===== src/rtl/cmos_frame_writer_if.sv =====
`default_nettype none
// cmos_frame_writer_if: burst write bus from the frame writer (master) to the frame-buffer arbiter (slave).
interface cmos_frame_writer_if #(
  parameter int ADDR_W = 20
);
  logic              wr_req;
  logic              wr_ack;
  logic [ADDR_W-1:0] wr_addr;
  logic              wr_en;
  logic [15:0]       wr_data;
  logic              wr_last;

  modport master (output wr_req, wr_addr, wr_en, wr_data, wr_last, input wr_ack);
  modport slave  (input wr_req, wr_addr, wr_en, wr_data, wr_last, output wr_ack);
endinterface
`default_nettype wire


===== src/rtl/cmos_frame_writer.sv =====
`default_nettype none
// cmos_frame_writer (rev 1.0): buffers captured RGB565 pixels and writes them as fixed-length bursts.
// Optional feature macro: FRAME_PINGPONG_EN (alternate frames between bank 0 and BANK1_BASE).
module cmos_frame_writer #(
  parameter int FIFO_DEPTH  = 64,
  parameter int BURST_LEN   = 16,
  parameter int ADDR_W      = 20,
  parameter int FRAME_WORDS = 307200,
  parameter int BANK1_BASE  = 307200
) (
  input  wire                 CMOS_PCLK,
  input  wire                 iRST_N,
  input  wire                 iPIX_TOG,
  input  wire  [15:0]         iPIX_DATA,
  input  wire                 iFRAME_VALID,
  cmos_frame_writer_if.master wr,
  output logic                oFRAME_DONE,
  output logic                oDONE_BANK,
  output logic                oOVERFLOW
);
  localparam int PTR_W = $clog2(FIFO_DEPTH);
  localparam int CNT_W = PTR_W + 1;
  localparam int LEN_W = $clog2(BURST_LEN) + 1;
  localparam int ACC_W = $clog2(FRAME_WORDS + 1);

  typedef enum logic [1:0] {
    S_IDLE  = 2'd0,
    S_REQ   = 2'd1,
    S_BURST = 2'd2
  } state_t;

  state_t           r_state;
  logic             r_tog;
  logic             r_fv;
  logic             r_clear_pend;
  logic             r_flush_pend;
  logic [ACC_W-1:0] r_acc;
  logic [LEN_W-1:0] r_len;
  logic [LEN_W-1:0] r_left;
  logic [15:0]      r_mem [FIFO_DEPTH];
  logic [PTR_W-1:0] r_wr_ptr;
  logic [PTR_W-1:0] r_rd_ptr;
  logic [CNT_W-1:0] r_count;
  logic             active_bank;

  logic              w_fv_rise, w_fv_fall, w_strobe, w_push, w_pop, w_clear, w_grant, w_done;
  logic [ADDR_W-1:0] w_base;
  logic [LEN_W-1:0]  w_n;

  assign w_fv_rise = iFRAME_VALID & ~r_fv;
  assign w_fv_fall = ~iFRAME_VALID & r_fv;
  assign w_strobe  = iPIX_TOG & ~r_tog & iFRAME_VALID;
  assign w_push    = w_strobe & (r_count != CNT_W'(FIFO_DEPTH))
                   & (r_acc != ACC_W'(FRAME_WORDS)) & ~r_clear_pend;
  assign w_clear   = (r_state == S_IDLE) & r_clear_pend;
  assign w_done    = (r_state == S_IDLE) & ~r_clear_pend & r_flush_pend & (r_count == '0);
  assign w_grant   = (r_state == S_REQ) & wr.wr_ack & ~w_fv_rise;
  assign w_pop     = w_grant | ((r_state == S_BURST) & (r_left != '0));
  assign w_base    = active_bank ? ADDR_W'(BANK1_BASE) : '0;
  // Below a full burst only a flush can request, so the residue is the burst length.
  assign w_n       = (r_count >= CNT_W'(BURST_LEN)) ? LEN_W'(BURST_LEN) : LEN_W'(r_count);

`ifdef FRAME_PINGPONG_EN
  always_ff @(posedge CMOS_PCLK or negedge iRST_N) begin
    if (!iRST_N)     active_bank <= 1'b0;
    else if (w_done) active_bank <= ~active_bank;
  end
`else
  assign active_bank = 1'b0;
`endif

  always_ff @(posedge CMOS_PCLK) begin
    if (w_push) r_mem[r_wr_ptr] <= iPIX_DATA;
  end

  always_ff @(posedge CMOS_PCLK or negedge iRST_N) begin
    if (!iRST_N) begin
      r_wr_ptr <= '0;
      r_rd_ptr <= '0;
      r_count  <= '0;
    end else if (w_clear) begin
      r_wr_ptr <= '0;
      r_rd_ptr <= '0;
      r_count  <= '0;
    end else begin
      if (w_push) r_wr_ptr <= r_wr_ptr + 1'b1;
      if (w_pop)  r_rd_ptr <= r_rd_ptr + 1'b1;
      case ({w_push, w_pop})
        2'b10:   r_count <= r_count + 1'b1;
        2'b01:   r_count <= r_count - 1'b1;
        default: r_count <= r_count;
      endcase
    end
  end

  always_ff @(posedge CMOS_PCLK or negedge iRST_N) begin
    if (!iRST_N) begin
      r_state      <= S_IDLE;
      r_tog        <= 1'b0;
      r_fv         <= 1'b0;
      r_clear_pend <= 1'b0;
      r_flush_pend <= 1'b0;
      r_acc        <= '0;
      r_len        <= '0;
      r_left       <= '0;
      wr.wr_req    <= 1'b0;
      wr.wr_addr   <= '0;
      wr.wr_en     <= 1'b0;
      wr.wr_data   <= '0;
      wr.wr_last   <= 1'b0;
      oFRAME_DONE  <= 1'b0;
      oDONE_BANK   <= 1'b0;
      oOVERFLOW    <= 1'b0;
    end else begin
      r_tog       <= iPIX_TOG;
      r_fv        <= iFRAME_VALID;
      oFRAME_DONE <= 1'b0;
      if (w_push) r_acc <= r_acc + 1'b1;
      if (w_strobe && !w_push) oOVERFLOW <= 1'b1;
      if (w_fv_rise) r_clear_pend <= 1'b1;
      if (w_fv_fall) r_flush_pend <= 1'b1;
      case (r_state)
        S_IDLE: begin
          wr.wr_en   <= 1'b0;
          wr.wr_last <= 1'b0;
          if (r_clear_pend) begin
            // A new frame abandons whatever the previous one left behind.
            r_clear_pend <= w_fv_rise;
            r_flush_pend <= w_fv_fall;
            wr.wr_addr   <= w_base;
            r_acc        <= '0;
            oOVERFLOW    <= (r_count != '0);
          end else if (w_done) begin
            oFRAME_DONE  <= 1'b1;
            oDONE_BANK   <= active_bank;
            r_flush_pend <= w_fv_fall;
          end else if (!w_fv_rise && ((r_count >= CNT_W'(BURST_LEN)) ||
                                      (r_flush_pend && r_count != '0))) begin
            r_state   <= S_REQ;
            wr.wr_req <= 1'b1;
            r_len     <= w_n;
          end
        end
        S_REQ: begin
          if (w_fv_rise) begin
            r_state   <= S_IDLE;
            wr.wr_req <= 1'b0;
          end else if (wr.wr_ack) begin
            r_state    <= S_BURST;
            wr.wr_req  <= 1'b0;
            wr.wr_en   <= 1'b1;
            wr.wr_data <= r_mem[r_rd_ptr];
            wr.wr_last <= (r_len == LEN_W'(1));
            r_left     <= r_len - 1'b1;
          end
        end
        S_BURST: begin
          if (r_left != '0) begin
            wr.wr_en   <= 1'b1;
            wr.wr_data <= r_mem[r_rd_ptr];
            wr.wr_last <= (r_left == LEN_W'(1));
            r_left     <= r_left - 1'b1;
          end else begin
            wr.wr_en   <= 1'b0;
            wr.wr_last <= 1'b0;
            wr.wr_addr <= wr.wr_addr + ADDR_W'(r_len);
            r_state    <= S_IDLE;
          end
        end
        default: r_state <= S_IDLE;
      endcase
    end
  end
endmodule
`default_nettype wire

===== src/flat_wrapper.sv =====
// flat-port wrapper written by rule: the top's interface ports become plain ports
module cmos_frame_writer_flat 
#(
  parameter int FIFO_DEPTH  = 64,
  parameter int BURST_LEN   = 16,
  parameter int ADDR_W      = 20,
  parameter int FRAME_WORDS = 307200,
  parameter int BANK1_BASE  = 307200
)
  (CMOS_PCLK, iRST_N, iPIX_TOG, iPIX_DATA, iFRAME_VALID, oFRAME_DONE, oDONE_BANK, oOVERFLOW, wr_wr_req, wr_wr_addr, wr_wr_en, wr_wr_data, wr_wr_last, wr_wr_ack);
  cmos_frame_writer_if #(.ADDR_W(ADDR_W)) wr_i ();
  input  wire CMOS_PCLK;
  input  wire iRST_N;
  input  wire iPIX_TOG;
  input  wire  [15:0] iPIX_DATA;
  input  wire iFRAME_VALID;
  output logic oFRAME_DONE;
  output logic oDONE_BANK;
  output logic oOVERFLOW;
  output wire logic [$bits(wr_i.wr_req)-1:0] wr_wr_req;
  output wire logic [$bits(wr_i.wr_addr)-1:0] wr_wr_addr;
  output wire logic [$bits(wr_i.wr_en)-1:0] wr_wr_en;
  output wire logic [$bits(wr_i.wr_data)-1:0] wr_wr_data;
  output wire logic [$bits(wr_i.wr_last)-1:0] wr_wr_last;
  input wire logic [$bits(wr_i.wr_ack)-1:0] wr_wr_ack;
  assign wr_wr_req = wr_i.wr_req;
  assign wr_wr_addr = wr_i.wr_addr;
  assign wr_wr_en = wr_i.wr_en;
  assign wr_wr_data = wr_i.wr_data;
  assign wr_wr_last = wr_i.wr_last;
  assign wr_i.wr_ack = wr_wr_ack;
  cmos_frame_writer #(.FIFO_DEPTH(FIFO_DEPTH), .BURST_LEN(BURST_LEN), .ADDR_W(ADDR_W), .FRAME_WORDS(FRAME_WORDS), .BANK1_BASE(BANK1_BASE)) u_core (.CMOS_PCLK(CMOS_PCLK), .iRST_N(iRST_N), .iPIX_TOG(iPIX_TOG), .iPIX_DATA(iPIX_DATA), .iFRAME_VALID(iFRAME_VALID), .wr(wr_i), .oFRAME_DONE(oFRAME_DONE), .oDONE_BANK(oDONE_BANK), .oOVERFLOW(oOVERFLOW));
endmodule

===== config.mk =====
export PLATFORM = sky130hd
export DESIGN_NAME = cmos_frame_writer_flat
export DESIGN_NICKNAME = d
export VERILOG_FILES = /design/src/rtl/cmos_frame_writer_if.sv /design/src/rtl/cmos_frame_writer.sv /design/src/flat_wrapper.sv
export SDC_FILE = /design/constraint.sdc
export NUM_CORES = 1
export LEC_CHECK = 0
export ABC_AREA = 1
export CORE_ASPECT_RATIO = 0.75
export CORE_MARGIN = 2
export CORE_UTILIZATION = 25
export DETAILED_ROUTE_END_ITERATION = 10
export PLACE_DENSITY_LB_ADDON = 0.15
export SYNTH_ARGS = -nofsm -noshare
export SYNTH_HDL_FRONTEND = slang
export SYNTH_SLANG_ARGS = --single-unit

===== constraint.sdc =====
create_clock -name CMOS_PCLK -period 7 [get_ports CMOS_PCLK]
set_input_delay 0.7 -clock CMOS_PCLK [delete_from_list [all_inputs] [get_ports CMOS_PCLK]]
set_output_delay 0.7 -clock CMOS_PCLK [all_outputs]
set_load 0.01 [all_outputs]

== Word level (Yosys, flattened, before mapping) ==
Memories as Yosys holds them, arrays and structs flattened.
Index checks and enable logic that the tools add are counted.
Word-level totals
  bits in registers: 95
  output and inout bits: 42
  memory bits (writable): 1024
  input port bits: 21
  memories: 1
  word-level logic and storage cells: 146
Operators by class
  add/sub/neg operators: 8
  equality and inequality tests: 17
  order comparisons: 1
  bitwise operators: 21
  reduce and logical (&&, ||, !) cells: 23
  muxes and demuxes: 57
Memories
  u_core.r_mem: depth 64, width 16, rd ports 1, clocked after memory_dff 0, wr ports 1, RTL line cmos_frame_writer.sv:40  | logic [15:0] r_mem [FIFO_DEPTH];
Operators with widths (count)
  two-way mux 19 bit: 3
  two-way mux 16 bit: 3
  two-way mux 20 bit: 2
  case mux 20 bit (2 select lines): 1
  case mux 16 bit (2 select lines): 1
  two-way mux 1 bit: 26
  two-way mux 6 bit: 4
  adder 20 x 5 -> 20 bit: 1
  two-way mux 5 bit: 4
  adder 19 x 1 -> 19 bit, second input constant: 1
  != test 19 bit, second input constant: 1
  bitwise AND 1 bit: 14
  != test 2 bit, second input constant: 7
  case mux 7 bit (2 select lines): 1
  adder 6 x 1 -> 6 bit, second input constant: 2
  two-way mux 2 bit: 6
  == test 5 x 1 -> 1 bit, second input constant: 2
  case mux 5 bit (2 select lines): 1
  AND reduction 5 bit: 2
  nonzero test 2 bit: 5
  subtractor 5 x 1 -> 5 bit, second input constant: 2
  AND reduction 4 bit: 2
  adder 7 x 1 -> 7 bit, second input constant: 1
  >= comparator 7 x 5 -> 1 bit, second input constant: 1
  21 further kinds: 34

== Longest topological paths before layout ==
Gate-level depths: netlist of run 1.
  depth in word-level cells: 11
  mapped depth: 18
  mapped depth without buffers: 16

== Worst setup path before layout of run 1 ==
OpenSTA, ideal clock, no wires.
  kind: in2reg
  start point: input port iPIX_TOG
  end point: memory u_core.r_mem[11][0], enable pin
  path buffers: 0
  required time: 6.612 ns
  arrival: 2.276 ns
  cell stages on the path: 8
  library setup time: 0.388 ns
  path slack: 4.336 ns
  cells stage by stage: nand2_1 nor3_1 o21ai_1 inv_1 nand2_2 nor2_1 nand3_1 nor2_1
Between the ends
  longest elaborated chain between the ends: 7
RTL lines
  start, declared: RTL line flat_wrapper.sv:14  | input wire iPIX_TOG;
  bitwise AND 1 bit (2 in series): RTL line cmos_frame_writer.sv:52  | assign w_strobe = iPIX_TOG & ~r_tog & iFRAME_VALID;
  bitwise AND 1 bit: RTL line cmos_frame_writer.sv:53  | assign w_push = w_strobe & (r_count != CNT_W'(FIFO_DEPTH))
  bitwise AND 1 bit (2 in series): RTL line cmos_frame_writer.sv:54  | & (r_acc != ACC_W'(FRAME_WORDS)) & ~r_clear_pend;
  two-way mux 1 bit: RTL line cmos_frame_writer.sv:73  | if (w_push) r_mem[r_wr_ptr] <= iPIX_DATA;
  two-way mux 1 bit (implied by the code): RTL line cmos_frame_writer.sv:73
  end, declared: RTL line cmos_frame_writer.sv:40
Every way passes these cells.

== Worst setup path after layout of run 1 ==
  start point: register u_core.r_clear_pend
  end point: memory u_core.r_mem[58][5], enable pin
Between the ends
  longest elaborated chain between the ends: 4
RTL lines
  start, declared: RTL line cmos_frame_writer.sv:35  | logic r_clear_pend;
  start signal, assigned: RTL line cmos_frame_writer.sv:128  | r_clear_pend <= w_fv_rise;
  inverter 1 bit (no line)
  bitwise AND 1 bit: RTL line cmos_frame_writer.sv:54
  two-way mux 1 bit: RTL line cmos_frame_writer.sv:73
  two-way mux 1 bit (implied by the code): RTL line cmos_frame_writer.sv:73
Every way passes these cells.

==> impl_metrics.env, run 1 <==
export IMPL_status="completed"
export IMPL_wl_per_cell_um=23.1
export IMPL_finalNetCount=4302
export IMPL_final_antenna_net_count=0
export IMPL_grt_start_max_net_pins=208
export IMPL_antenna_found_initial=16
export IMPL_numCtsBuffers=117
export IMPL_yosysTopAreaCell="edfxtp_1"
export IMPL_pre_cts_ws_ns=2.13
export IMPL_netlist_area_mm2=0.0466
export IMPL_fmax_mhz=261
export IMPL_clock_latency_ns=0.76
export IMPL_dp_hpwl_um=95600
export IMPL_syn_num_nets=4262
export IMPL_p_int_uw=12300
export IMPL_cts_sinks=1119
export IMPL_yosysTopAreaCellShare_pct=66.0
export IMPL_swShare_pct=38.8
export IMPL_power_frac_seq_pct=38.6
export IMPL_r2r_end="u_core.r_mem[58][5]$_DFFE_PP_"
export IMPL_syn_avg_cell_area_um2=11.0
export IMPL_critical_path_arrival_ns=4.22
export IMPL_ys_types=42
export IMPL_root_buffer="clkbuf_16"
export IMPL_drt_iter0_markers=3116
export IMPL_ys_seq_area_share_pct=71.1
export IMPL_grt_pass1_wl_um=225000
export IMPL_synth_seq_cells=1119
export IMPL_cts_resized_gates=0
export IMPL_syn_inst=4219
export IMPL_area_delta_synth_final_pct=15.2
export IMPL_relSlewSlack_pct=17.8
export IMPL_p_total_uw=20100
export IMPL_synth_common_cells="1632 x nand2_1, 1024 x edfxtp_1, 669 x nand3_1"
export IMPL_crit_required_ns=7.38
export IMPL_drt_total_wl_um=159000
export IMPL_rr_startpoint="u_core.r_clear_pend$_DFF_PN0_"
export IMPL_period_needed_ns=3.84
export IMPL_hold_buffers=1
export IMPL_synthTopCellsByArea="edfxtp_1 66%, nand2_1 13%, nand3_1 7.2%, dfrtp_1 5.1%, a21oi_1 1.8%"
export IMPL_switchingPower_uw=7810
export IMPL_slew_viol_final=0
export IMPL_endpoint_kind="flop"
export IMPL_clockBufferDepth=3
export IMPL_port_buffers=61
export IMPL_peakVddDrop_mv=0.333
export IMPL_postCtsSetupRepairBufs=0
export IMPL_vias_per_cell=4.55
export IMPL_whs_ns=0.415
export IMPL_synth_edf_count=1024
export IMPL_crit_start="u_core.r_clear_pend$_DFF_PN0_"
export IMPL_cp_max_fo=28
export IMPL_grt_overflow=0
export IMPL_final_util_pct=28.9
export IMPL_yosysWarnings=0
export IMPL_worst_slew_pin_slew_ns=1.23
export IMPL_p_clk_share_pct=30.2
export IMPL_setup_violations_final=0
export IMPL_rsz0062_at_grt="false"
export IMPL_layout_drive_gt1_share_pct=7.07
export IMPL_gp_congestion=0.814
export IMPL_die_area_mm2=0.190
export IMPL_combPwrFrac_pct=31.2
export IMPL_ff2ff_setup_slack_ns=3.16
export IMPL_ys_flop_type="edfxtp_1"
export IMPL_holdCritPathClass="primary input to flop"
export IMPL_synthArstFlopShare_pct=8.49
export IMPL_leakage_uw=0.0194
export IMPL_yosysMostFrequentCell="nand2_1"
export IMPL_start_util_pct=25.1
export IMPL_crit_path_end="u_core.r_mem[58][5]$_DFFE_PP_"
export IMPL_hold_viol_final=0
export IMPL_grt_pass1_vias=29900
export IMPL_drc=0
export IMPL_vias=31300
export IMPL_rr_worst_depth=7
export IMPL_drv_cap=0
export IMPL_worstSetupPathType="flop to flop"
export IMPL_crit_path_start_kind="flop"
export IMPL_first_pass_iters=6
export IMPL_p_per_area_mw_per_mm2=375
export IMPL_cts_tree="done"
export IMPL_row_count=137
export IMPL_clkSlewWorstSetupHoldPaths_ns=0.06
export IMPL_die_h_um=378
export IMPL_cts_max_level=3
export IMPL_setup_ws_ns=3.16
export IMPL_core_mm2=0.186
export IMPL_grt_usage_pct=16.5
export IMPL_fin_skew_ns=0.0254
export IMPL_timing_final_crit_share_pct=54.8
export IMPL_ioPinCount=63
export IMPL_finalSetupTns_ns=0
export IMPL_die_w_um=503
[metal layers]
| metal | routed length (um) | vias to the layer above | GRT usage, % |
|---|---|---|---|
| li1 | - | 14600 | - |
| met1 | 79400 | 15700 | 25.6 |
| met2 | 65100 | 857 | 23.0 |
| met3 | 11200 | 153 | 3.70 |
| met4 | 3070 | 2 | 3.75 |
| met5 | 36 | - | 0.154 |
[how the worst min path moves through the flow]
stage          cells past startpoint                                end  slack (ns)                         startpoint
6_report                           1             u_core.r_tog$_DFF_PN0_        0.42                           iPIX_TOG
5_1_grt                            1             u_core.r_tog$_DFF_PN0_        0.35                           iPIX_TOG
4_1_cts                            1             u_core.r_tog$_DFF_PN0_        0.35                           iPIX_TOG
3_5_place_dp                       2  u_core.wr.wr_data[10]$_DFFE_PN0P_        0.47  u_core.wr.wr_data[10]$_DFFE_PN0P_
3_3_place_gp                       2   u_core.wr.wr_data[7]$_DFFE_PN0P_        0.48   u_core.wr.wr_data[7]$_DFFE_PN0P_
2_1_floorplan                      0       u_core.oFRAME_DONE$_DFF_PN0_        0.40                             iRST_N
[power by group through the flow]
stage	Sequential (uW)	Clock, uW	Combinational [uW]
3_3_place_gp	7940	0	6310
4_1_cts	7790	6250	6300
3_5_place_dp	7930	0	6290
6_report	7770	6080	6280
5_1_grt	7800	6490	6900
2_1_floorplan	7740	0	3690
[registers in the layout, summed over array words and instances (netlist names)]
register,count
u_core.oFRAME_DONE,1
u_core.oOVERFLOW,1
u_core.r_acc,19
u_core.r_clear_pend,1
u_core.r_count,7
u_core.r_flush_pend,1
u_core.r_fv,1
u_core.r_left,5
u_core.r_len,5
u_core.r_mem,1024
u_core.r_rd_ptr,6
u_core.r_state,2
u_core.r_tog,1
u_core.r_wr_ptr,6
u_core.wr.wr_addr,20
u_core.wr.wr_data,16
u_core.wr.wr_en,1
u_core.wr.wr_last,1
u_core.wr.wr_req,1
[through the flow]
step / cells / cell area (um^2)
after detailed placement: 6641 / 50000
after CTS: 6860 / 53700
after global placement: 6641 / 50000
after floorplan: 4219 / 46600
final: 6870 / 53700
after global routing: 6866 / 53700
[cell type report]
class / instances / area [um^2]
tap: 2502 / 3130
timing repair buffer: 144 / 1270
clock buffer: 146 / 3080
sequential: 1119 / 33100
fill: 19200 / 132000
multi-input combinational: 2778 / 12100
clock inverter: 72 / 532
inverter: 99 / 400
antenna: 10 / 25.0
[critical path, cell delays in order (launching register included)]
cell,delay (ns)
dfrtp_1,0.58
nor3_1,0.27
o21ai_1,0.13
inv_1,0.10
nand2_2,0.38
nor2_2,0.33
nand3_2,0.67
nor2_2,0.96
[kinds of logic (layout without fill, tap and decap cells)]
group	Yosys count	count (layout)	share of synthesized area [%]
AND/OR/NAND/NOR	2499	2499	22.1
flip-flops	1119	1119	71.1
buffers and inverters	322	461	3.14
AO/OA/AOI/OAI	235	235	2.64
adder cells (fa/ha/maj)	22	22	0.607
XOR/XNOR	21	21	0.395
other	1	11	0.00804
[placed cells by master (no fill, tap or decap), types with 35 or more instances in the layout]
| cell | count |
|---|---|
| nand3_1 | 668 |
| clkbuf_16 | 119 |
| buf_4 | 74 |
| a21oi_1 | 163 |
| nand2_1 | 1632 |
| clkdlybuf4s50_1 | 44 |
| clkinv_1 | 35 |
| dfrtp_1 | 92 |
| inv_1 | 89 |
| edfxtp_1 | 1024 |
| nor2_1 | 118 |
| o21ai_0 | 46 |
(Power assumes the default switching activity.)
==> run 2, diff against run 1 <==
==> constraint.sdc (replaced) <==
create_clock -name CMOS_PCLK -period 3.4 [get_ports CMOS_PCLK]
set_input_delay 0.34 -clock CMOS_PCLK [delete_from_list [all_inputs] [get_ports CMOS_PCLK]]
set_output_delay 0.34 -clock CMOS_PCLK [all_outputs]
set_load 0.01 [all_outputs]
==> run 2 against run 1 <==
  * Critical path type unchanged
  * Utilization grew 0.83 points
  * Total power increased by 110%
  * Worst hold slack lost 0.34 ns
  * Register-to-register slack got worse by 2.6 ns
  * Clock skew grew 0.014 ns
  * Design area grew 2.9%
  * Non-clock buffer count is 111 higher
==> impl_metrics.env, run 2 (synthesis results as in run 1) <==
export IMPL_top_regs="u_core.r_mem x1024, u_core.wr.wr_addr x20, u_core.r_acc x19"
export IMPL_grt_overflow=0
export IMPL_area_delta_synth_final_pct=18.5
export IMPL_multiInputGateArea_mm2=0.0121
export IMPL_port_buffers=61
export IMPL_drt_total_wl_um=160000
export IMPL_place_area_mm2=0.0513
export IMPL_critPathBufInv=1
export IMPL_row_count=137
export IMPL_grt_usage_pct=16.6
export IMPL_ff_latch_area_mm2=0.0331
export IMPL_wl_per_cell_um=22.9
export IMPL_rsz0062_at_grt="false"
export IMPL_crit_cells=9
export IMPL_crit_slowest_cell="dfrtp_4"
export IMPL_design_area_mm2=0.0552
export IMPL_worst_slew_pin_slew_ns=1.04
export IMPL_ff2ff_setup_slack_ns=0.52
export IMPL_top_register="u_core.r_mem"
export IMPL_clock_latency_ns=0.77
export IMPL_cts_sinks=1119
export IMPL_final_antenna_net_count=0
export IMPL_gp_congestion=0.835
export IMPL_drc=0
export IMPL_setup_violations_final=0
export IMPL_ioPinCount=63
export IMPL_rr_worst_depth=9
export IMPL_status="completed"
export IMPL_first_pass_iters=7
export IMPL_die_w_um=503
export IMPL_grt_start_max_net_pins=122
export IMPL_clkSlewWorstSetupHoldPaths_ns=0.06
export IMPL_grt_pass1_wl_um=228000
export IMPL_cts_tree="done"
export IMPL_start_util_pct=25.1
export IMPL_r2r_end="u_core.wr.wr_data[6]$_DFFE_PN0P_"
export IMPL_holdCritPathClass="primary input to flop"
export IMPL_layout_commonest_cell="nand2_1"
export IMPL_core_mm2=0.186
export IMPL_peakVddDrop_mv=0.806
export IMPL_cp_max_fo=121
export IMPL_crit_required_ns=4.08
export IMPL_endpoint_kind="flop"
export IMPL_leakage_uw=0.0202
export IMPL_cts_resized_gates=0
export IMPL_cts_max_level=3
export IMPL_fin_skew_ns=0.0395
export IMPL_whs_ns=0.0764
export IMPL_die_area_mm2=0.190
export IMPL_critical_path_arrival_ns=3.56
export IMPL_finalNetCount=4411
export IMPL_grt_pass1_vias=30000
export IMPL_drt_iter0_markers=3433
export IMPL_drv_cap=0
export IMPL_vias_per_cell=4.54
export IMPL_vias=31700
export IMPL_hold_viol_final=0
export IMPL_crit_start="u_core.r_rd_ptr[0]$_DFFE_PN0P_"
export IMPL_relSlewSlack_pct=30.6
export IMPL_dp_hpwl_um=100000
export IMPL_numCtsBuffers=115
export IMPL_layout_drive_gt1_share_pct=9.29
export IMPL_crit_path_end="u_core.wr.wr_data[6]$_DFFE_PN0P_"
export IMPL_critical_path_max_stage_delay_ns=0.62
export IMPL_finalSetupTns_ns=0
export IMPL_p_total_uw=42800
export IMPL_slew_viol_final=0
export IMPL_crit_chain="inv_16 > nand2_1 > nand3_1 > nand3_1 > nand3_1 > nand3_1 > nand3_1 > nand3_1 > nand2_1"
export IMPL_fillers=19100
export IMPL_cpLargestDelayFamily="simple AND/OR/NAND/NOR gates"
export IMPL_crit_top_cell="nand3_1"
export IMPL_clockBufferDepth=3
export IMPL_layout_common_cells="1632 x nand2_1, 1024 x edfxtp_1, 669 x nand3_1"
export IMPL_p_per_area_mw_per_mm2=775
export IMPL_worstSetupPathType="flop to flop"
export IMPL_period_needed_ns=2.88
export IMPL_root_buffer="clkbuf_16"
export IMPL_fmax_mhz=348
export IMPL_largest_reg_flops=1024
export IMPL_crit_path_start_kind="flop"
export IMPL_timing_final_crit_share_pct=84.6
export IMPL_die_h_um=378
export IMPL_antenna_found_initial=8
export IMPL_rr_startpoint="u_core.r_rd_ptr[0]$_DFFE_PN0P_"
## run 2: cell count changes in the layout (fill, tap and decap cells not counted), moves of 5 or more
cell       previous run  this run
clkinv_1             35        24
buf_4                74       150
clkbuf_8              0         5
clkinv_2             21        14
bufinv_16             6        16
buf_12                9        45
clkbuf_1             27        35
## run 2: repair_timing
| item | 4_1_cts | 5_1_grt |
|---|---|---|
| hold buffers | 3 | 1 |
| setup buffers | 0 | 0 |
| endpoints found under the hold margin | 59 | 5 |
## run 2: through the flow
step	setup slack, ns	utilization [%]	instances
finish	0.524	29.7	6975
global route	0.276	29.7	6970
CTS	0.509	29.7	6968
detailed placement	0.356	27.6	6749
global placement	0.354	27.6	6749
floorplan	0.843	-	4219
## run 2: final cells by class
type,instances,area share [%]
sequential,1119,60.0
multi-input combinational,2778,21.9
clock buffer,158,5.71
tap,2502,5.67
timing repair buffer,255,4.65
clock inverter,58,1.29
inverter,99,0.725
antenna,6,0.0272
## run 2: how the worst min path moves through the flow
stage,startpoint,end,slack [ns],cells past startpoint
final,iFRAME_VALID,u_core.r_fv$_DFF_PN0_,0.08,1
after floorplan,iRST_N,u_core.oFRAME_DONE$_DFF_PN0_,0.04,0
after CTS,iPIX_DATA[6],u_core.r_mem[63][6]$_DFFE_PP_,0.002,1
after detailed placement,u_core.wr.wr_data[2]$_DFFE_PN0P_,u_core.wr.wr_data[2]$_DFFE_PN0P_,0.47,2
after global routing,iFRAME_VALID,u_core.r_fv$_DFF_PN0_,0.02,1
after global placement,u_core.r_fv$_DFF_PN0_,u_core.r_flush_pend$_DFF_PN0_,0.49,1
## run 2: report_power, final
| group | switching (uW) | internal [uW] |
|---|---|---|
| Clock | 5620 | 7680 |
| Combinational | 10000 | 3630 |
| Sequential | 484 | 15400 |
## run 2: per-layer routing
metal  global-route usage [%]  part of all wire [%]  vias up  wire, um
li1                         -                     -    14800         -
met1                     26.7                    52    15800     82400
met2                     22.9                    41      852     65300
met3                     2.92                   6.0      156      9600
met4                     2.94                   1.4        0      2310
met5                        0                     0        -         0
